### src/rtl/puzzle_move_ctrl.sv
`default_nettype none
// +--------------------------------------------------------------------------+
// | Module      : puzzle_move_ctrl                                           |
// | Description : 8-puzzle move engine over a shared 40-bit register file.   |
// | Revision    : 1.0 - initial release                                      |
// +--------------------------------------------------------------------------+
module puzzle_move_ctrl #(
  parameter int IDEAL_IDX = 1,
  parameter int PATH_IDX  = 4
) (
  input  logic        clk,
  input  logic        rst_n,
  input  logic        start_i,
  input  logic [1:0]  dir_i,
  input  logic [4:0]  src_idx_i,
  input  logic [4:0]  dst_idx_i,
  input  logic        clr_path_i,
  output logic [4:0]  rf_src0_o,
  output logic [4:0]  rf_src1_o,
  input  logic [39:0] rf_data0_i,
  input  logic [39:0] rf_data1_i,
  output logic [4:0]  rf_dst_o,
  output logic        rf_we_o,
  output logic [39:0] rf_wdata_o,
  output logic        busy_o,
  output logic        done_o,
  output logic        illegal_o,
  output logic        solved_o
);

  localparam logic [4:0] PATH_ADDR  = 5'(PATH_IDX);
  localparam logic [4:0] IDEAL_ADDR = 5'(IDEAL_IDX);

  typedef enum logic [2:0] {
    S_IDLE     = 3'd0,
    S_RD       = 3'd1,
    S_EVAL     = 3'd2,
    S_WR_BOARD = 3'd3,
    S_WR_PATH  = 3'd4,
    S_DONE     = 3'd5,
    S_CLR      = 3'd6
  } state_e;

  state_e      state_q, state_d;
  logic [1:0]  dir_q, dir_d;
  logic [4:0]  src_q, src_d;
  logic [4:0]  dst_q, dst_d;
  logic [39:0] board_q, board_d;
  logic [39:0] path_q, path_d;
  logic [39:0] goal_q, goal_d;
  logic [39:0] newb_q, newb_d;
  logic        illegal_q, illegal_d;
  logic        solved_q, solved_d;

  logic [3:0]  w_blank;
  logic [3:0]  w_depth;
  logic [1:0]  w_col;
  logic [3:0]  w_target;
  logic        w_move_bad;
  logic        w_illegal;
  logic [3:0]  w_moved;
  logic [39:0] w_new_board;
  logic [39:0] w_new_path;

  assign w_blank = board_q[39:36];
  assign w_depth = path_q[33:30];

  // Column of the blank; 3 flags an out-of-range blank position.
  always_comb begin
    case (w_blank)
      4'd0, 4'd3, 4'd6: w_col = 2'd0;
      4'd1, 4'd4, 4'd7: w_col = 2'd1;
      4'd2, 4'd5, 4'd8: w_col = 2'd2;
      default:          w_col = 2'd3;
    endcase
  end

  always_comb begin
    w_target   = 4'd0;
    w_move_bad = 1'b0;
    case (dir_q)
      2'b00: begin
        w_move_bad = (w_blank < 4'd3);
        w_target   = w_blank - 4'd3;
      end
      2'b01: begin
        w_move_bad = (w_blank > 4'd5);
        w_target   = w_blank + 4'd3;
      end
      2'b10: begin
        w_move_bad = (w_col == 2'd0);
        w_target   = w_blank - 4'd1;
      end
      default: begin
        w_move_bad = (w_col == 2'd2);
        w_target   = w_blank + 4'd1;
      end
    endcase
  end

  assign w_illegal = (w_blank > 4'd8) | w_move_bad | (w_depth == 4'hF) |
                     (dst_q == PATH_ADDR) | (dst_q == IDEAL_ADDR);

  // Tile position p lives at bits [35-4p -: 4]; the target tile slides into the blank.
  always_comb begin
    w_moved = 4'd0;
    for (int p = 0; p < 9; p++) begin
      if (w_target == 4'(p)) w_moved = board_q[35-4*p -: 4];
    end
    w_new_board = {w_target, 36'd0};
    for (int p = 0; p < 9; p++) begin
      if (w_target == 4'(p))     w_new_board[35-4*p -: 4] = 4'd0;
      else if (w_blank == 4'(p)) w_new_board[35-4*p -: 4] = w_moved;
      else                       w_new_board[35-4*p -: 4] = board_q[35-4*p -: 4];
    end
  end

  always_comb begin
    w_new_path = {6'd0, w_depth + 4'd1, path_q[29:0]};
    for (int k = 0; k < 15; k++) begin
      if (w_depth == 4'(k)) w_new_path[2*k +: 2] = dir_q;
    end
  end

  always_comb begin
    state_d    = state_q;
    dir_d      = dir_q;
    src_d      = src_q;
    dst_d      = dst_q;
    board_d    = board_q;
    path_d     = path_q;
    goal_d     = goal_q;
    newb_d     = newb_q;
    illegal_d  = illegal_q;
    solved_d   = solved_q;
    rf_src0_o  = 5'd0;
    rf_src1_o  = 5'd0;
    rf_dst_o   = 5'd0;
    rf_we_o    = 1'b0;
    rf_wdata_o = 40'd0;
    done_o     = 1'b0;
    busy_o     = (state_q != S_IDLE);

    case (state_q)
      S_IDLE: begin
        if (start_i) begin
          dir_d     = dir_i;
          src_d     = src_idx_i;
          dst_d     = dst_idx_i;
          illegal_d = 1'b0;
          solved_d  = 1'b0;
          state_d   = S_RD;
        end else if (clr_path_i) begin
          illegal_d = 1'b0;
          solved_d  = 1'b0;
          state_d   = S_CLR;
        end
      end
      S_RD: begin
        rf_src0_o = src_q;
        rf_src1_o = PATH_ADDR;
        board_d   = rf_data0_i;
        path_d    = rf_data1_i;
        state_d   = S_EVAL;
      end
      S_EVAL: begin
        rf_src1_o = IDEAL_ADDR;
        goal_d    = rf_data1_i;
        newb_d    = w_new_board;
        if (w_illegal) begin
          illegal_d = 1'b1;
          state_d   = S_DONE;
        end else begin
          state_d   = S_WR_BOARD;
        end
      end
      S_WR_BOARD: begin
        rf_we_o    = 1'b1;
        rf_dst_o   = dst_q;
        rf_wdata_o = newb_q;
        state_d    = S_WR_PATH;
      end
      S_WR_PATH: begin
        rf_we_o    = 1'b1;
        rf_dst_o   = PATH_ADDR;
        rf_wdata_o = w_new_path;
        solved_d   = (newb_q == goal_q);
        state_d    = S_DONE;
      end
      S_DONE: begin
        done_o  = 1'b1;
        state_d = S_IDLE;
      end
      S_CLR: begin
        rf_we_o  = 1'b1;
        rf_dst_o = PATH_ADDR;
        done_o   = 1'b1;
        state_d  = S_IDLE;
      end
      default: state_d = S_IDLE;
    endcase
  end

  always_ff @(posedge clk) begin
    if (!rst_n) begin
      state_q   <= S_IDLE;
      dir_q     <= 2'd0;
      src_q     <= 5'd0;
      dst_q     <= 5'd0;
      board_q   <= 40'd0;
      path_q    <= 40'd0;
      goal_q    <= 40'd0;
      newb_q    <= 40'd0;
      illegal_q <= 1'b0;
      solved_q  <= 1'b0;
    end else begin
      state_q   <= state_d;
      dir_q     <= dir_d;
      src_q     <= src_d;
      dst_q     <= dst_d;
      board_q   <= board_d;
      path_q    <= path_d;
      goal_q    <= goal_d;
      newb_q    <= newb_d;
      illegal_q <= illegal_d;
      solved_q  <= solved_d;
    end
  end

  assign illegal_o = illegal_q;
  assign solved_o  = solved_q;

endmodule
`default_nettype wire

### config.mk
export PLATFORM = sky130hd
export DESIGN_NAME = puzzle_move_ctrl
export DESIGN_NICKNAME = d
export VERILOG_FILES = /design/src/rtl/puzzle_move_ctrl.sv
export SDC_FILE = /design/constraint.sdc
export NUM_CORES = 1
export LEC_CHECK = 0
export ABC_AREA = 1
export CAP_MARGIN = 20
export CORE_AREA = 3 3 178 180
export CTS_CLUSTER_SIZE = 40
export DETAILED_ROUTE_END_ITERATION = 6
export DIE_AREA = 0 0 181 183
export GPL_TIMING_DRIVEN = 0
export SYNTH_ARGS = -nofsm -noshare
export SYNTH_HDL_FRONTEND = slang
export SYNTH_SLANG_ARGS = --single-unit
### constraint.sdc
create_clock -name clk -period 4.81 [get_ports clk]
set_input_delay 1.2025 -clock clk [delete_from_list [all_inputs] [get_ports clk]]
set_output_delay 1.2025 -clock clk [all_outputs]
set_load 0.01 [all_outputs]
==> out/summary.txt, run 1 <==
Per-cell routed wire length: 17.76 µm
Cts bufs inserted: 17
Post-synth top area share: 38.16%
CP cell instances: inv_1 -> nand2_1 -> nor2_1 -> clkbuf_1 -> buf_1 -> clkdlybuf4s50_1
Multi-input logic area: 4617 µm²
Synth cell types: 42
Sequential cell area: 3463 µm²
Post-synth top cells: nand2_1 (224), nor2_1 (194), dfxtp_1 (173)
Die width: 181 µm
IO buf count: 152
First-pass GRT wire length: 51800 µm
Number of flops mapped to enable cells by yosys: 0
RSZ-0062 raised after global routing: no
DR vias: 9421
Fin. Hold Viols: 0
Antenna Diode Count: 0
Max_slew headroom: 40.84%
Std cell rows: 64
Lkg Pwr: 4.599 nW
Hold Path Stages: 2
Initial antenna violation count: 1
Period utilisation layout: 89.14%
Core Util, Final: 38.72%
Setup violators final: 0
Setup crit end kind: primary output
Max Clk Rate: 233.2 MHz
Routability cong.: 0.9503
Top-count cell post-synth: nand2_1
Compound-cell area share of the yosys netlist: 21.36%
Mean Syn Cell Area: 6.757 µm²
Clk buf depth: 2
Leading post-synthesis cells by cell area: dfxtp_1 (38%), nand2_1 (9.3%), o21ai_0 (9.3%), nor2_1 (8.0%), a21oi_1 (7.1%)
Crit path kind: reg2out
Critical path buffer and inverter count: 4
Post-CTS Setup Bufs: 0
Adder-cell share of the synthesized area: 2.013%
Vias in the first global route: 8966
Total track usage: 20.20%
Starting DRT DRC Count: 863
GR Overflow Total: 0
Clock transition at path regs: 0.08 ns
DRT Pass-1 Iters: 5
Layout cells sized above 1: 7.063%
Final Max Slew Viols: 0
Crit path DAT: 3.08 ns
Reg-to-reg startpoint: board_q[36]
Vias per inst: 4.894
Multiplexer share of the synthesized area: 0%
Post-synth top flop: dfxtp_1
Final layout net count: 1626
Worst-path maximum fanout: 10
Cell family with most CP delay: buffers and inverters
Hold-fix buffers, CTS: 0
Post-synthesis cell area: 9075 µm²
Area of the core: 30350 µm²
Antenna Nets Post-Route: 0
Reg2reg end: newb_q[1]
Skew final: 0.01038 ns
Cell taking the most area after synthesis: dfxtp_1
Measured slew at the worst slew-check pin: 0.8874 ns
# DRC: 0
Ports: 156
Synth warn: 0
Pwr Density: 605.9 nW/µm²
Largest net degree at the start of global routing: 18
Sequential share of the synthesized area: 38.16%
Slowest stage delay, CP: 0.68 ns
Resized cells post-CTS: 0
CTS tree: done
PnR Total Power: 0.007120 W
Status: complete, no violations
Clk sinks: 173
WHS Endpoint: path_q[17]
Simple-gate share of the synthesized area: 24.97%
Fraction of registers with async set/reset: 0%
Clk_lat worst skew: 0.44 ns
Hold wc startpoint: path_q[17]
HP Class: reg2reg
WP data required: 3.61 ns
Reg2Reg Setup Slack: 1.85 ns
H-tree Lvls: 4
Root buf cell: clkbuf_16
WL final: 34190 µm
Filler instances: 3211
Total of max-cap violations: 0
Initial Util: 29.90%
Slowest CP cell: clkdlybuf4s50_1
Path depth of the worst reg2reg path: 15
Die area: 33120 µm²
Layout area overhead: 29.49%
Die H: 183 µm
Syn Inst Count: 1343
Maximum vdd drop: 0.2944 mV
Xor/xnor share of the synthesized area: 2.413%
Min Clock Period, post-route: 4.287 ns
Largest family of logic cells by synthesized area: simple AND/OR/NAND/NOR gates
Hpwl dp: 26970 µm
Register bit total from synthesis: 173
Setup TNS: 0 ns
Setup crit start kind: register
area by class of cell:
cell class                      instances  share of cell area, %
Timing Repair Buffer                  152                  12.95
Tap cell                              396                  4.216
Multi-Input combinational cell        920                  39.29
Clock inverter                         15                  1.927
Sequential cell                       173                  29.47
Inverter                              181                  5.824
Buffer                                 71                  2.704
Clock buffer                           17                  3.620
cells by family (layout without fill, tap and decap cells):
family / count (synthesis) / after routing
and+or+nand+nor: 519 / 519
AOI/OAI and AO/OA: 359 / 359
buffers and inverters: 252 / 436
DFF: 173 / 173
xor gates and xnor gates: 25 / 25
adders and majority gates: 14 / 14
other: 1 / 3
registers in the layout, indices dropped and copies added (netlist names):
| name | flops |
|---|---|
| newb_q | 40 |
| solved_o | 1 |
| board_q | 40 |
| src_q | 5 |
| path_q | 34 |
| state_q | 3 |
| illegal_o | 1 |
| goal_q | 40 |
| w_col | 2 |
| dst_q | 5 |
| dir_q | 2 |
worst max path at each step:
stage                     depth (start not counted)  startpoint  slack, ns           end
after floorplan                                   5  state_q[0]       2.21  rf_src1_o[0]
after global placement                            7  state_q[0]       0.93  rf_src0_o[4]
after detailed placement                          7  state_q[0]       0.91  rf_src0_o[4]
after CTS                                         7  state_q[0]       0.44  rf_src0_o[4]
after global routing                              6  state_q[0]       0.33  rf_src1_o[0]
final                                             6  state_q[0]       0.52  rf_src1_o[0]
tightest hold or removal path, delay by kind of cell (launching register included):
family                 cells  cell delay (ns)
buffers and inverters      1             0.06
AOI/OAI and AO/OA          1             0.05
DFF                        1             0.30
cell usage in the layout, fill, tap and decap left out, drive strengths merged, types with 2 or more instances in the layout:
cell type / netlist / routed
o22ai: 31 / 31
nand3: 47 / 47
clkdlybuf4s50: 0 / 152
xor2: 15 / 15
clkbuf: 53 / 70
inv: 180 / 188
xnor2: 10 / 10
nand2: 237 / 237
o221ai: 2 / 2
nor4: 5 / 5
nor2: 204 / 204
bufinv: 0 / 4
clkinv: 1 / 2
a21oi: 148 / 148
buf: 18 / 18
nand4: 17 / 17
clkinvlp: 0 / 2
o21ai: 171 / 171
conb: 1 / 3
dfxtp: 173 / 173
ha: 13 / 13
nor3: 8 / 8
a31oi: 3 / 3
per-stage QoR:
stage          hold slack (ns)  setup WS, ns  std cells  cell area (µm²)
2_1_floorplan           0.4297         2.214       1345             9082
4_1_cts                 0.4582        0.4415       1925            11750
5_1_grt                 0.4800        0.3296       1925            11750
3_5_place_dp            0.4469        0.9117       1893            11100
3_3_place_gp            0.4405        0.9293       1893            11100
6_report                0.4556        0.5226       1925            11750
per-layer routing:
layer  routed length [µm]  up-vias  part of all wire, %  global-route usage, %
met2                15360      357                   45                  32.50
met3                 2316       52                  6.8                  3.927
met5                    0        -                    0                      0
met4                  717        0                  2.1                  5.424
li1                     -     4686                    -                      -
met1                15800     4326                   46                  27.89
report_power, final:
part / internal (W) / switching, W / total, W / leakage (nW)
Clock: 0.000893 / 0.000669 / 0.00156 / 0.312
Sequential: 0.00193 / 0.000331 / 0.00227 / 1.41
Combinational: 0.00108 / 0.00222 / 0.00329 / 2.87
Note: power is estimated with default switching activity, not from simulation.
==> inputs of run 2 (changes only) <==
--- a/config.mk
+++ b/config.mk
@@ -6,12 +6,12 @@
 export NUM_CORES = 1
 export LEC_CHECK = 0
 export ABC_AREA = 1
-export CAP_MARGIN = 20
-export CORE_AREA = 3 3 178 180
+export CORE_AREA = 3 3 150 152
 export CTS_CLUSTER_SIZE = 40
 export DETAILED_ROUTE_END_ITERATION = 6
-export DIE_AREA = 0 0 181 183
+export DIE_AREA = 0 0 153 155
 export GPL_TIMING_DRIVEN = 0
+export PLACE_DENSITY = 0.66
 export SYNTH_ARGS = -nofsm -noshare
 export SYNTH_HDL_FRONTEND = slang
 export SYNTH_SLANG_ARGS = --single-unit
==> run 2 against run 1 <==
Effect of this change:
- the run now ends with DRC left
- setup slack got worse by 0.13 ns
- global-route usage increased by 7.1 points
- count of clock-buffer cells in the layout increased by 3
- highest routed layer unchanged
- sequential power about the same
- cell area decreased by 2.1%
- clock skew increased by 0.0021 ns
- fmax decreased by 2.8%
- wire length decreased by 3.0%
- register-to-register slack got worse by 0.04 ns
==> out/summary.txt, run 2 (synthesized netlist as in run 1, its figures left out) <==
# DRC: 2 (+2)
Die H: 155 µm (-15%)
IO buf count: 152 (unchanged)
CP cell instances: inv_1 -> nand2_1 -> nor2_1 -> clkbuf_1 -> buf_1 -> clkdlybuf4s50_1
Min Clock Period, post-route: 4.413 ns (+0.1257 ns)
Ports: 156 (unchanged)
Net Sw Frac: 45.77% (+0.58 points)
RSZ-0062 raised after global routing: no
Skew final: 0.01249 ns (+0.002108 ns)
Reg2reg end: newb_q[19]
Setup crit start kind: register
Initial Util: 42.90% (+13 points)
Die area: 23720 µm² (-28%)
Status: finished, violations left
DR vias: 9509 (+0.93%)
Most common cell after layout, fill and taps aside: nand2_1
GR Overflow Total: 0 (unchanged)
Routability cong.: 0.9282 (-2.3%)
First-pass GRT wire length: 50240 µm (-3.0%)
Area of the core: 21150 µm² (-30%)
Cts bufs inserted: 17 (unchanged)
Largest net degree at the start of global routing: 17 (-1)
Clock transition at path regs: 0.07 ns (about the same)
Gate power share: 47.8% (+1.6 points)
WL final: 33170 µm (-3.0%)
Total of max-cap violations: 0 (unchanged)
Starting DRT DRC Count: 939 (+8.8%)
Hold-fix buffers, CTS: 0 (unchanged)
Antenna Nets Post-Route: 0 (unchanged)
PnR Total Power: 0.006897 W (-3.1%)
Filler instances: 2096 (-35%)
Min Hold Slack: 0.4560 ns (+0.0003750 ns)
Resized cells post-CTS: 0 (unchanged)
Crit path DAT: 3.21 ns (+0.13 ns)
Final layout net count: 1626 (unchanged)
Max Clk Rate: 226.6 MHz (-2.8%)
Reg-to-reg startpoint: board_q[37]
Setup violators final: 0 (unchanged)
Worst-path maximum fanout: 10 (unchanged)
Switching power: 0.003157 W (-1.9%)
HP Class: reg2reg
Worst Setup SP: state_q[0]
WP data required: 3.61 ns (about the same)
CTS tree: done
Sequential Power Share: 32.7% (+0.9 points)
DRT Pass-1 Iters: 7 (+2)
Die width: 153 µm (-15%)
Clk pwr share: 19.5% (-2.4 points)
Most frequent cells in the layout: nand2_1 (224), nor2_1 (194), dfxtp_1 (173), inv_1 (170), o21ai_0 (168)
Slowest CP cell: clkdlybuf4s50_1
Failing checks: DRC
Initial antenna violation count: 1 (unchanged)
Clk sinks: 173 (unchanged)
Core Util, Final: 54.39% (+16 points)
Setup crit end kind: primary output
Layout cells sized above 1: 6.872% (-0.19 points)
Clk buf depth: 2 (unchanged)
Hpwl dp: 25760 µm (-4.5%)
Clk_lat worst skew: 0.44 ns (about the same)
Maximum vdd drop: 0.3010 mV (+2.3%)
Pwr Density: 599.5 nW/µm² (-1.1%)
Vias in the first global route: 8908 (-0.65%)
Crit path kind: reg2out
Setup TNS: 0 ns (unchanged)
Setup crit end: rf_src1_o[0]
Largest registers: board_q (40), goal_q (40), newb_q (40)
Root buf cell: clkbuf_16
Layout area overhead: 26.78%
Vias per inst: 5.274 (+7.8%)
Reg2Reg Setup Slack: 1.81 ns (-0.04 ns)
Per-cell routed wire length: 18.40 µm (+3.6%)
Antenna Diode Count: 0 (unchanged)
Max_slew headroom: 34.81% (-6.0 points)
Internal Power: 0.003740 W (-4.2%)
Path depth of the worst reg2reg path: 14 (-1)
Lkg Pwr: 4.544 nW (-1.2%)
H-tree Lvls: 4 (unchanged)
Post-CTS Setup Bufs: 0 (unchanged)
Total track usage: 27.28% (+7.1 points)
Slowest stage delay, CP: 0.66 ns (-0.02 ns)
Fin. Hold Viols: 0 (unchanged)
Std cell rows: 53 (-17%)
Measured slew at the worst slew-check pin: 0.9779 ns (+0.09047 ns)
Final Max Slew Viols: 0 (unchanged)
Period utilisation layout: 91.75% (+2.6 points)
[run 2: final cells by class]
cell class | instances | area [µm²] | area share [%]
repair buffers | 152 | 1521 | 13.22
clock inverters | 11 | 110.1 | 0.9570
well taps | 275 | 344.1 | 2.991
inverters | 181 | 684.4 | 5.949
clock buffers | 20 | 446.7 | 3.883
flip-flops and latches | 173 | 3463 | 30.10
plain buffers | 71 | 317.8 | 2.762
multi-input cells | 920 | 4617 | 40.13
[run 2: power groups by stage]
stage               combinational [W]  clock [W]  sequential [W]
floorplan                     0.00221          0         0.00217
global placement              0.00319          0         0.00225
detailed placement            0.00323          0         0.00227
CTS                           0.00325    0.00136         0.00224
global route                  0.00363    0.00141         0.00231
finish                        0.00330    0.00135         0.00225
[run 2: per-stage QoR]
| step | instance area (µm²) | setup slack, ns | std cells |
|---|---|---|---|
| after floorplan | 9082 | 2.214 | 1345 |
| after global placement | 10950 | 0.9126 | 1772 |
| after detailed placement | 10950 | 0.8846 | 1772 |
| after CTS | 11500 | 0.4041 | 1803 |
| final | 11500 | 0.3969 | 1803 |
| after global routing | 11500 | 0.2108 | 1803 |
[run 2: how the worst min path moves through the flow]
stage / startpoint / to / slack, ns / cells past startpoint
floorplan: path_q[10] / path_q[10] / 0.43 / 2
global route: path_q[25] / path_q[25] / 0.48 / 2
finish: path_q[27] / path_q[27] / 0.46 / 2
CTS: path_q[27] / path_q[27] / 0.45 / 2
global placement: path_q[24] / path_q[24] / 0.44 / 2
detailed placement: path_q[25] / path_q[25] / 0.45 / 2
[run 2: worst max-delay path: cells and delay by family, from the launching register on]
kind,cells,cell delay [ns]
buffers and inverters,4,1.88
flip-flops,1,0.36
AND/OR/NAND/NOR,2,0.53
[run 2: metal layers]
| metal | track usage, % | up-vias | share of wire [%] |
|---|---|---|---|
| met1 | 36.65 | 4339 | 45 |
| met4 | 11.12 | 0 | 3.7 |
| met5 | 0 | - | 0 |
| met2 | 43.16 | 421 | 44 |
| li1 | - | 4680 | - |
| met3 | 5.535 | 69 | 7.4 |
